==> src/rtl/multicycle_control.sv <==
// Multicycle MIPS-subset control unit: a registered state machine that steps each instruction
// through fetch, decode and execute states and drives the datapath strobes for every cycle.
module multicycle_control #(
   parameter int MEM_WAIT = 1,
   parameter int BR_EXT   = 1,
   parameter int STATE_W  = 4
) (
   input  logic               clk,
   input  logic               reset,
   input  logic [31:0]        instr,
   input  logic               mem_ready,
   output logic               RegDst,
   output logic               Jump,
   output logic               Branch,
   output logic               MemRead,
   output logic               MemtoReg,
   output logic               MemWrite,
   output logic               ALUSrc,
   output logic               RegWrite,
   output logic               IRWrite,
   output logic               PCWrite,
   output logic [1:0]         ALUOp,
   output logic               illegal,
   output logic               done,
   output logic [STATE_W-1:0] state
);

   typedef enum logic [STATE_W-1:0] {
      FETCH, DECODE, MEMADR, MEMRD, MEMWB, MEMWR,
      EXEC_I, IWB, EXEC_R, RWB, BRANCH, JUMP
   } state_e;

   state_e      state_q, state_d;
   logic [5:0]  opcode;
   logic        mem_rdy;
   logic        unused_instr;

   logic        reg_dst_c, jump_c, branch_c, mem_read_c, memto_reg_c, mem_write_c;
   logic        alu_src_c, reg_write_c, ir_write_c, pc_write_c, illegal_c, done_c;
   logic [1:0]  alu_op_c;

   assign opcode       = instr[31:26];
   assign unused_instr = ^instr[25:0];
   assign mem_rdy      = (MEM_WAIT != 0) ? mem_ready : 1'b1;

   always_ff @(posedge clk) begin
      if (reset) state_q <= FETCH;
      else       state_q <= state_d;
   end

   always_comb begin
      state_d     = state_q;
      reg_dst_c   = 1'b0;
      jump_c      = 1'b0;
      branch_c    = 1'b0;
      mem_read_c  = 1'b0;
      memto_reg_c = 1'b0;
      mem_write_c = 1'b0;
      alu_src_c   = 1'b0;
      reg_write_c = 1'b0;
      ir_write_c  = 1'b0;
      pc_write_c  = 1'b0;
      illegal_c   = 1'b0;
      done_c      = 1'b0;
      alu_op_c    = 2'b00;

      case (state_q)
         FETCH: begin
            mem_read_c = 1'b1;
            ir_write_c = mem_rdy;
            pc_write_c = mem_rdy;
            if (mem_rdy) state_d = DECODE;
         end
         DECODE: begin
            case (opcode)
               6'b100011, 6'b100000, 6'b100001,
               6'b101011, 6'b101000, 6'b101001: state_d = MEMADR;
               6'b001000, 6'b001100, 6'b001101, 6'b001010: state_d = EXEC_I;
               6'b000000: state_d = EXEC_R;
               6'b000100: state_d = BRANCH;
               6'b000101, 6'b000111: begin
                  if (BR_EXT != 0) begin
                     state_d = BRANCH;
                  end else begin
                     state_d   = FETCH;
                     illegal_c = 1'b1;
                  end
               end
               6'b000010: state_d = JUMP;
               default: begin
                  state_d   = FETCH;
                  illegal_c = 1'b1;
               end
            endcase
         end
         MEMADR: begin
            alu_src_c = 1'b1;
            // Loads are 100xxx and stores 101xxx, so opcode bit 3 separates them.
            state_d   = opcode[3] ? MEMWR : MEMRD;
         end
         MEMRD: begin
            mem_read_c = 1'b1;
            alu_src_c  = 1'b1;
            if (mem_rdy) state_d = MEMWB;
         end
         MEMWB: begin
            memto_reg_c = 1'b1;
            reg_write_c = 1'b1;
            done_c      = 1'b1;
            state_d     = FETCH;
         end
         MEMWR: begin
            mem_write_c = 1'b1;
            alu_src_c   = 1'b1;
            done_c      = mem_rdy;
            if (mem_rdy) state_d = FETCH;
         end
         EXEC_I: begin
            alu_src_c = 1'b1;
            alu_op_c  = (opcode == 6'b001000) ? 2'b00 : 2'b11;
            state_d   = IWB;
         end
         IWB: begin
            alu_src_c   = 1'b1;
            reg_write_c = 1'b1;
            done_c      = 1'b1;
            alu_op_c    = (opcode == 6'b001000) ? 2'b00 : 2'b11;
            state_d     = FETCH;
         end
         EXEC_R: begin
            alu_op_c = 2'b10;
            state_d  = RWB;
         end
         RWB: begin
            reg_dst_c   = 1'b1;
            alu_op_c    = 2'b10;
            reg_write_c = 1'b1;
            done_c      = 1'b1;
            state_d     = FETCH;
         end
         BRANCH: begin
            branch_c = 1'b1;
            alu_op_c = 2'b01;
            done_c   = 1'b1;
            state_d  = FETCH;
         end
         JUMP: begin
            jump_c  = 1'b1;
            done_c  = 1'b1;
            state_d = FETCH;
         end
         default: state_d = FETCH;
      endcase
   end

   // Reset blanks every output combinationally, so nothing strobes while reset is held.
   always_comb begin
      {RegDst, Jump, Branch, MemRead, MemtoReg, MemWrite, ALUSrc, RegWrite,
       IRWrite, PCWrite, ALUOp, illegal, done} = '0;
      state = FETCH;
      if (!reset) begin
         {RegDst, Jump, Branch, MemRead, MemtoReg, MemWrite, ALUSrc, RegWrite,
          IRWrite, PCWrite, ALUOp, illegal, done} =
            {reg_dst_c, jump_c, branch_c, mem_read_c, memto_reg_c, mem_write_c, alu_src_c,
             reg_write_c, ir_write_c, pc_write_c, alu_op_c, illegal_c, done_c};
         state = state_q;
      end
   end

endmodule

==> config.mk <==
export PLATFORM = sky130hd
export DESIGN_NAME = multicycle_control
export DESIGN_NICKNAME = d
export VERILOG_FILES = /design/src/rtl/multicycle_control.sv
export SDC_FILE = /design/constraint.sdc
export NUM_CORES = 1
export LEC_CHECK = 0
export BUFFER_PORTS_ARGS = -buffer_cell sky130_fd_sc_hd__buf_2
export CELL_PAD_IN_SITES_DETAIL_PLACEMENT = 1
export CELL_PAD_IN_SITES_GLOBAL_PLACEMENT = 1
export CORE_MARGIN = 10
export CORE_UTILIZATION = 21
export CTS_CLUSTER_SIZE = 12
export DETAILED_ROUTE_END_ITERATION = 16
export PLACE_DENSITY = 0.79
export SETUP_SLACK_MARGIN = 0.05
export SYNTH_ARGS = -nofsm -noshare
export SYNTH_HDL_FRONTEND = slang
export SYNTH_SLANG_ARGS = --single-unit
==> constraint.sdc <==
create_clock -name clk -period 1.3 [get_ports clk]
set_input_delay 0.195 -clock clk [delete_from_list [all_inputs] [get_ports clk]]
set_output_delay 0.195 -clock clk [all_outputs]
set_load 0.05 [all_outputs]
-- Word-level counts from Yosys, hierarchy flattened
Cells that the tools add are included.
- register bits after elaboration: 4
- logic and storage cells: 75
- latch bits: 0
- ROM bits: 0
- memories: 0
- bits in writable memories: 0
- input bits: 35
- magnitude comparators: 0
- divide/modulo/power cells: 0
- add/sub/neg operators: 0
- bitwise logic cells: 0
- eq/ne operators: 28
- shift operators: 0
- reduce and logical (&&, ||, !) cells: 13
- mux-type cells: 33
- multipliers: 0
- operators with widths (cell ; number):
    == test 6 bit (second input constant) ; 6
    one-hot mux 4 bit (7 select lines) ; 1
    == test 6 x 4 -> 1 bit (second input constant) ; 4
    two-way mux 1 bit ; 22
    one-hot mux 4 bit (5 select lines) ; 1
    == test 6 x 3 -> 1 bit (second input constant) ; 3
    == test 4 x 3 -> 1 bit (second input constant) ; 4
    == test 4 bit (second input constant) ; 4
    two-way mux 4 bit ; 4
    OR reduction 15 bit ; 1
    OR reduction 5 bit ; 2
    == test 4 x 2 -> 1 bit (second input constant) ; 2
    == test 6 x 2 -> 1 bit (second input constant) ; 1
    logical NOT 6 bit ; 1
    != test 2 bit (second input constant) ; 3
    one-hot mux 2 bit (3 select lines) ; 1
    OR reduction 2 bit ; 3
    OR reduction 3 bit ; 2
    OR reduction 6 bit ; 1
    == test 4 x 1 -> 1 bit (second input constant) ; 1
    logical NOT 4 bit ; 1
    two-way mux 2 bit ; 2
    OR reduction 4 bit ; 1
    two-way mux 3 bit ; 1
    other kinds (2) ; 2

-- Logic depth before layout (Yosys ltp)
- word-level depth: 5
- mapped depth: 6

-- Worst setup path before layout
Ideal clock, no wire load.
- path kind: register to output
- start: register state_q[3]
- end: output port PCWrite
- cell stages (with the launch flop): 5
- setup slack: -1.289 ns
- buffers on the path: 2
- arrival: 2.394 ns
- path through: dfxtp_1 -> buf_6 -> or4b_1 -> nor3_1 -> buf_4
- longest elaborated chain between the ends: 3
- ends and longest elaborated chain (item ; line ; RTL):
    start, declared ; 33 ; state_e state_q, state_d;
    start signal, assigned ; 48 ; else state_q <= state_d;
    logical NOT 4 bit ; n/a ;
    two-way mux 1 bit (2 in series) ; n/a ;
    end, declared ; 21 ; output logic PCWrite,
No other way between the ends.

-- Worst setup path in the final report
- start: register state_q[3]
- end: output port illegal
- longest elaborated chain between the ends: 3
- ends and longest elaborated chain (item ; line ; RTL):
    == test 4 x 1 -> 1 bit ; 67 ; case (state_q)
    two-way mux 1 bit ; 67 ;
    two-way mux 1 bit ; 161 ; if (!reset) begin
    end, declared ; 23 ; output logic illegal,
No other way between the ends.

==> impl_metrics.env <==
export IMPL_hold_buffers=0
export IMPL_cp_top_family="simple AND/OR/NAND/NOR gates"
export IMPL_drt_pass1_iter_count=4
export IMPL_drv_slew=0
export IMPL_synth_avg_cell_area_sq_um=6.642
export IMPL_clk_path_buf_depth=2
export IMPL_critical_path_buf_inv_count=1
export IMPL_cp_max_fo=3
export IMPL_critical_path_cell_chain="or4b_4 -> a311oi_4 -> buf_6"
export IMPL_hold_start="mem_ready"
export IMPL_min_to="state_q[1]$_SDFFE_PP0P_"
export IMPL_synth_area_leaders="dfxtp_1 (13%), nor2_1 (6.6%), nor3_1 (5.6%)"
export IMPL_violations="setup timing"
export IMPL_drive_gt1_frac=0.7938
export IMPL_vias=1059
export IMPL_cts_made_buffers=3
export IMPL_grt_setup_unrepaired="true"
export IMPL_worst_slack_ns=-0.5002
export IMPL_synthFlopType="dfxtp_1"
export IMPL_grt_pass1_vias=1195
export IMPL_portBuffers=26
export IMPL_ios=53
export IMPL_cp_start_kind="register"
export IMPL_via_per_inst=5.545
export IMPL_initialDrtViolationCount=75
export IMPL_post_place_cells=170
export IMPL_hpwl_um=2287
export IMPL_syn_nets=129
export IMPL_maxCapViolations=0
export IMPL_setup_worst_path_end_class="primary output"
export IMPL_die_area_sq_mm=0.005554
export IMPL_drc_errors=0
export IMPL_post_route_util=0.5999
export IMPL_fillers=299
export IMPL_tightest_slew_ns=0.3373
export IMPL_yosysUniqueCellTypes=40
export IMPL_async_reset_ff_frac=0
export IMPL_grt_overflow_total=0
export IMPL_status="finished, violations left"
export IMPL_dieWidth_um=74.53
export IMPL_largest_reg_flops=4
export IMPL_num_rows=19
export IMPL_p_per_area_mw_per_mm2=550.5
export IMPL_vdd_drop_max_mv=0.3179
export IMPL_synth_top_area_frac=0.1283
export IMPL_seq_area_frac_synth=0.1283
export IMPL_fin_hold_ws_ns=0.4312
export IMPL_reg2reg_from="state_q[3]$_SDFFE_PP0P_"
export IMPL_crit_required_ns=1.11
export IMPL_critical_path_class="reg -> out"
export IMPL_antenna_found_initial=0
export IMPL_power_leakage_uw=0.0006746
export IMPL_final_hold_viol_count=0
export IMPL_clkSinkCount=4
export IMPL_cts_tree="yes"
export IMPL_diodes=0
export IMPL_layout_nets=197
export IMPL_seq_area_sq_um=90.09
export IMPL_clock_skew_ns=0.002923
export IMPL_worstHoldPathCells=4
export IMPL_min_period_over_period=1.385
export IMPL_area_growth_pct=169.5
export IMPL_fmax_mhz=555.5
export IMPL_grt_pass1_wl_um=6699
export IMPL_grt_max_degree=15
export IMPL_regMostFlops="state_q"
export IMPL_fp_dieH_um=74.53
export IMPL_top_regs="state_q: 4 flops"
export IMPL_synth_edf_count=0
export IMPL_ant_nets=0
export IMPL_setup_viol=22
export IMPL_slowest_delay_ns=0.58
export IMPL_arrival_ns=1.61
export IMPL_gp_congestion=0.8678
export IMPL_ys_ff_latch=4
export IMPL_cp_slowest_cell="or4b_4"
export IMPL_final_common_cell="buf_6"
export IMPL_r2r_cells=5
export IMPL_synth_largest_area_cell="dfxtp_1"
export IMPL_clock_latency_ns=0.23
export IMPL_multi_input_area_sq_um=759.5
export IMPL_path_clk_slew_ns=0.04
export IMPL_fin_crit_ns=1.800
export IMPL_post_drt_wl_per_cell_um=23.26
export IMPL_h_tree_depth=1
export IMPL_grtUsageTotal=0.1568
export IMPL_reg2reg_to="state_q[1]$_SDFFE_PP0P_"
export IMPL_syn_area_sq_um=624.3
export IMPL_start_util=0.2226
export IMPL_root_buffer="clkbuf_4"
export IMPL_final_cells=191
export IMPL_hold_path_class="in -> reg"
export IMPL_routed_wl_um=4443
export IMPL_synth_warnings=0
export IMPL_regToRegSetupSlack_ns=-0.26
export IMPL_most_common_layout_cells="buf_6 (33), buf_4 (23), buf_2 (8), buf_8 (8), nor2_1 (5)"
export IMPL_core_sq_mm=0.002805
export IMPL_syn_inst=94
export IMPL_max_slew_margin=0.7734
==> how the worst max path moves through the flow <==
stage / start / to / slack (ns) / depth (start not counted)
after global placement: instr[31] / ALUOp[0] / -0.32 / 6
after floorplan: state_q[0]$_SDFFE_PP0P_ / PCWrite / -0.56 / 4
final: state_q[3]$_SDFFE_PP0P_ / illegal / -0.50 / 3
after detailed placement: instr[31] / ALUOp[0] / -0.38 / 6
after global routing: state_q[1]$_SDFFE_PP0P_ / illegal / -0.53 / 3
after CTS: state_q[3]$_SDFFE_PP0P_ / illegal / -0.47 / 3
==> report_power, final <==
group / switching (uW) / internal, uW / leakage, uW
clock: 52.5 / 103 / 0.0000138
combinational: 348 / 280 / 0.000626
sequential: 13.6 / 129 / 0.0000349
==> logic make-up after synthesis <==
logic type / share of synthesized area
buffers and inverters: 0.1423
AOI/OAI and AO/OA: 0.3146
and+or+nand+nor: 0.4008
xor gates and xnor gates: 0.01403
DFF: 0.1283
==> layout make-up <==
class                      count  share of cell area
sequential                     4             0.05353
tap                           31             0.02305
multi-input combinational     73              0.4513
timing repair buffer          74              0.4424
inverter                       6             0.01636
clock buffer                   3             0.01338
==> worst min-delay path, delay by kind of cell <==
family                 cells  cell delay (ns)
AO/OA/AOI/OAI              1             0.04
buffers and inverters      2             0.25
AND/OR/NAND/NOR            1             0.13
==> cells in the mapped netlist (2+ instances only) <==
cell / count
o21ai_1: 2
nor2b_1: 4
nand2_1: 5
clkbuf_1: 3
a31oi_1: 2
nor4_1: 5
nand2b_1: 3
a21oi_1: 4
nor2_1: 11
o21ai_0: 3
inv_1: 5
buf_6: 2
nor3_1: 7
o21bai_1: 2
nand3b_1: 3
buf_2: 5
dfxtp_1: 4
a21o_1: 2
==> routing by layer <==
layer	wire length [um]	GRT usage
met5	0	0
met4	121	0.05462
met3	268	0.03590
met2	2248	0.2891
met1	1805	0.1708
==> through the flow <==
| step | cell area, sq um | worst slack [ns] | TNS, ns | power [uW] |
|---|---|---|---|---|
| detailed placement | 1135 | -0.3794 | -4.166 | 571.2 |
| floorplan | 840.8 | -0.5645 | -2.326 | 424.2 |
| finish | 1683 | -0.5002 | -5.970 | 926.4 |
| CTS | 1588 | -0.4718 | -5.580 | 867.1 |
| global placement | 1135 | -0.3192 | -3.487 | 558.2 |
| global route | 1683 | -0.5333 | -6.859 | 968.3 |
==> timing repair <==
| item | CTS | global route |
|---|---|---|
| gates resized for setup | 87 | 19 |
| endpoints found under the hold margin | 0 | 0 |
| setup endpoints to repair | 22 | 22 |
| setup buffers | 16 | 2 |
| pin swaps | 16 | 9 |
| gates cloned | 0 | 0 |
Power figures use the tool's default switching activity.
